## src/rtl/tt_sweep_ctrl.sv

```systemverilog
// tt_sweep_ctrl: drives all 8 vectors of a 3-input unit, samples y after HOLD_CYCLES and scores it against a captured truth table.
module tt_sweep_ctrl #(
  parameter int HOLD_CYCLES = 4
) (
  input  logic       clk,
  input  logic       rst,
  input  logic       start,
  input  logic       abort,
  input  logic [7:0] expected,
  input  logic       y,
  output logic       a,
  output logic       b,
  output logic       c,
  output logic       busy,
  output logic       done,
  output logic       pass,
  output logic [3:0] err_count,
  output logic [7:0] fail_map
);
  typedef enum logic [1:0] {IDLE, DRIVE, DONE} state_t;
  localparam logic [3:0] HOLD_LAST = 4'(HOLD_CYCLES - 1);
  state_t     state;
  logic [2:0] vec;
  logic [2:0] abc;
  logic [3:0] hold_cnt;
  logic [7:0] snapshot;
  logic       sample;
  logic       miss;
  assign sample = hold_cnt == HOLD_LAST;
  assign miss = y != snapshot[vec];
  assign {a, b, c} = abc;
  always_ff @(posedge clk) begin
    if (rst) begin
      state     <= IDLE;
      vec       <= '0;
      hold_cnt  <= '0;
      abc       <= '0;
      busy      <= 1'b0;
      done      <= 1'b0;
      pass      <= 1'b0;
      err_count <= '0;
      fail_map  <= '0;
      snapshot  <= '0;
    end else begin
      case (state)
        IDLE: if (start) begin
          state     <= DRIVE;
          busy      <= 1'b1;
          vec       <= '0;
          hold_cnt  <= '0;
          abc       <= '0;
          err_count <= '0;
          fail_map  <= '0;
          pass      <= 1'b0;
          snapshot  <= expected;
        end
        DRIVE: if (abort) begin
          state    <= IDLE;
          busy     <= 1'b0;
          abc      <= '0;
          vec      <= '0;
          hold_cnt <= '0;
        end else if (sample) begin
          if (miss) begin
            fail_map[vec] <= 1'b1;
            err_count     <= err_count + 4'd1;
          end
          hold_cnt <= '0;
          if (vec == 3'd7) begin
            // Final error count includes this last sample, so fold miss in directly
            state <= DONE;
            busy  <= 1'b0;
            done  <= 1'b1;
            abc   <= '0;
            vec   <= '0;
            pass  <= (err_count == 4'd0) && !miss;
          end else begin
            vec <= vec + 3'd1;
            abc <= vec + 3'd1;
          end
        end else begin
          hold_cnt <= hold_cnt + 4'd1;
        end
        DONE: begin
          state <= IDLE;
          done  <= 1'b0;
        end
        default: state <= IDLE;
      endcase
    end
  end
endmodule

```

## config.mk

```make
export PLATFORM = sky130hd
export DESIGN_NAME = tt_sweep_ctrl
export DESIGN_NICKNAME = d
export VERILOG_FILES = /design/src/rtl/tt_sweep_ctrl.sv
export SDC_FILE = /design/constraint.sdc
export NUM_CORES = 1
export LEC_CHECK = 0
export BUFFER_PORTS_ARGS = -buffer_cell sky130_fd_sc_hd__buf_4
export CORE_MARGIN = 2
export CORE_UTILIZATION = 45
export CTS_BUF_LIST = sky130_fd_sc_hd__clkbuf_16
export CTS_CLUSTER_SIZE = 10
export DETAILED_ROUTE_END_ITERATION = 8
export GPL_TIMING_DRIVEN = 0
export HOLD_SLACK_MARGIN = 0.08
export PLACE_DENSITY_LB_ADDON = 0.3
export SLEW_MARGIN = 20
export SYNTH_ARGS = -nofsm -noshare
export SYNTH_HDL_FRONTEND = slang
export SYNTH_SLANG_ARGS = --single-unit
```

## constraint.sdc

```tcl
create_clock -name clk -period 3.2 [get_ports clk]
set_input_delay 0.32 -clock clk [delete_from_list [all_inputs] [get_ports clk]]
set_output_delay 0.32 -clock clk [all_outputs]
set_load 0.01 [all_outputs]
```

==> impl_metrics.ini <==
[clock_tree]
cts_num_sinks = 32
cts-resized-gates = 0
postCtsSetupBuffers = 0
path_clk_slew_ns = 0.05
h-tree-depth = 2
clock_path_buffers = 2
cts_buffers = 5
cts_tree = yes
clk_latency_ns = 0.28
cts_root_buffer = clkbuf_16
postCtsHoldBufs = 0

[global_routing]
first_global_vias = 1348
grt_use_met1 = 0.2211
grt_overflow = 0
grt.met2_usage = 0.3047
grt_max_degree = 11
grt-busiest-layer = met2
met3_usage = 0.04688
grt_pass1_wl_um = 5961
track_usage = 0.1857
antenna_found_initial = 0

[floorplan]
num_rows = 22
initial_utilization = 0.4591
core_mm2 = 0.003606
die_y_um = 64.65
io_pins = 31
dieArea_mm2 = 0.004180
die_width_um = 64.65

[final_layout]
syn2layout_area_growth_pct = 24.87
antenna_cells = 0
seq_area_um2 = 640.6
drive_above_1_share = 0.2345
nets = 244
multi_input_area_um2 = 947.2
finalNonFillerCells = 274
fill_cells = 352

[critical_path]
crit_type = flip-flop to flip-flop
worst-path-max-fanout = 8
cp-endpoint = fail_map[3]$_SDFFE_PP0P_
r2r-start = abc[0]$_SDFFE_PP0P_
crit_path_start_kind = flip-flop
startpoint = abc[0]$_SDFFE_PP0P_
arrival_ns = 2.15
crit_chain = buf_6 -> mux2i_1 -> a22oi_4 -> and3_4 -> nor3_1 -> o21ai_0
slowest_delay_ns = 0.49
reg2regPathDepth = 6
r2r_slack_ns = 1.19
critPathRequiredTime_ns = 3.33
critPathCaptureType = flip-flop
cp_slowest_cell = nor3_1
regToRegEndpoint = fail_map[3]$_SDFFE_PP0P_

[timing]
worstMarginPinSlew_ns = 0.6277
period_needed_ns = 2.012
post-route-period-util = 0.6289
clock.fmax_mhz = 496.9
fin_ws_ns = 1.188
finalSetupTns_ns = 0
setup_viol = 0
hold_viol_final = 0
slew_headroom = 0.5783
grt_setup_unrepaired = no
clock_skew_ns = 0.004918
slew_viol_final = 0

[power_and_ir_drop]
switching_share = 0.2394
ir_drop_v = 0.0002773
p_per_area_mw_per_mm2 = 467.2
comb_power_share = 0.111
netSwitchingPower_uw = 231.2
p_leak_nw = 0.8068
power_uw = 965.7
internal_power_uw = 734.5
power_frac_seq = 0.434
pwr-share-clk = 0.456

[placement]
io_buffers = 29
place_ws_ns = 1.156
dp.cells = 267
place.gp.congestion = 0.7989
dp_hpwl_um = 2615

[synth]
synth_edf_count = 0
async_reset_ff_frac = 0
synth.yosys.seq_area_share = 0.3870
synth_nets = 208
synth-seq-cells = 32
postSynthAreaPerCell_um2 = 8.712
synth_cell_type_count = 42
synthFlopType = dfxtp_1
ys_warn_count = 0
netlist_area_mm2 = 0.001655
syn-instance-count = 190

[routing]
drtAntennaViolNets = 0
wirelength_um = 3541
vias = 1503
vias_per_cell = 5.485
drtIter0Drc = 90
drc = 0
drtPass1Iterations = 5
wl_per_cell_um = 12.92

[run_status]
outcome = finished clean

[hold_path]
worstHoldPathType = input pin to flip-flop
hp-start = expected[0]

[run]
maxCapViolations = 0
-- per-stage QoR --
step,hold slack [ns],utilization,instance area [um2]
after floorplan,0.4596,-,1655
after global placement,0.4363,0.5361,1933
after detailed placement,0.4443,0.5361,1933
after CTS,0.2782,0.5732,2067
after global routing,0.3014,0.5732,2067
final,0.2810,0.5732,2067
-- worst min-delay path by stage --
stage	to	slack, ns	depth (start not counted)
3_5_place_dp	fail_map[7]$_SDFFE_PP0P_	0.44	2
4_1_cts	snapshot[0]$_SDFFE_PP0P_	0.28	3
2_1_floorplan	snapshot[4]$_SDFFE_PP0P_	0.46	2
5_1_grt	snapshot[5]$_SDFFE_PP0P_	0.30	3
3_3_place_gp	fail_map[5]$_SDFFE_PP0P_	0.44	2
6_report	snapshot[0]$_SDFFE_PP0P_	0.28	3
-- routing by layer --
layer  up-vias  wire length (um)
met2        41              1708
met5         -                 0
met3         7               166
li1        760                 -
met4         0                89
met1       695              1577
-- power by group through the flow --
stage / clock network (mW) / registers (mW) / logic (mW)
floorplan: 0 / 0.427 / 0.0707
global placement: 0 / 0.427 / 0.106
detailed placement: 0 / 0.427 / 0.107
finish: 0.440 / 0.419 / 0.107
CTS: 0.448 / 0.419 / 0.107
global route: 0.466 / 0.420 / 0.118
-- cell type report --
| type | instances | share of cell area |
|---|---|---|
| buffer | 11 | 0.02724 |
| clock buffer | 5 | 0.06053 |
| clock inverter | 2 | 0.004237 |
| inverter | 3 | 0.005448 |
| multi-input combinational | 144 | 0.4582 |
| sequential | 32 | 0.3099 |
| tap | 48 | 0.02906 |
| timing repair buffer | 29 | 0.1053 |
-- critical path: cells and delay by family (launching register included) --
kind                   cells  cell delay [ns]
AOI/OAI and AO/OA          2             0.30
buffers and inverters      1             0.15
muxes                      1             0.33
DFF                        1             0.37
and+or+nand+nor            2             0.71
-- cells by family (layout without fill, tap and decap cells) --
| family | count (synthesis) | count (layout) | synth area share |
|---|---|---|---|
| and+or+nand+nor | 87 | 87 | 0.2819 |
| AOI/OAI and AO/OA | 40 | 40 | 0.1731 |
| DFF | 32 | 32 | 0.3870 |
| buffers and inverters | 14 | 50 | 0.04081 |
| muxes | 12 | 12 | 0.07937 |
| adders and majority gates | 5 | 5 | 0.03779 |
-- registers in the layout (all words and copies together) (netlist names) --
signal	cells
err_count	4
snapshot	8
pass	1
fail_map	8
state	2
abc	3
hold_cnt	4
done	1
busy	1
-- layout by cell type, fill, tap and decap left out, types with 3 or more instances in the layout --
master     synthesis  final
mux2i_2            3      3
inv_1              3      4
a21oi_1           10     10
clkbuf_1           4      4
buf_4              0     29
dfxtp_1           32     32
clkbuf_16          0      5
nor3_1             4      4
nand2_1           21     21
buf_2              6      6
mux2i_1            9      9
nand3_1           11     11
ha_1               5      5
nand4b_1           5      5
nor2_1            21     21
nand4_1            6      6
nand2b_1           4      4
o21ai_0           11     11
or4_1              3      3
-- Yosys cell counts, types with 5 or more instances --
cell      count  area [um2]
mux2i_1       9       90.09
nand2_1      21       78.83
a21oi_1      10       50.05
nand3_1      11       55.05
nand4b_1      5       43.79
nand4_1       6       37.54
ha_1          5       62.56
buf_2         6       30.03
o21ai_0      11       55.05
nor2_1       21       78.83
dfxtp_1      32       640.6
Note: power is estimated with default switching activity, not from simulation.
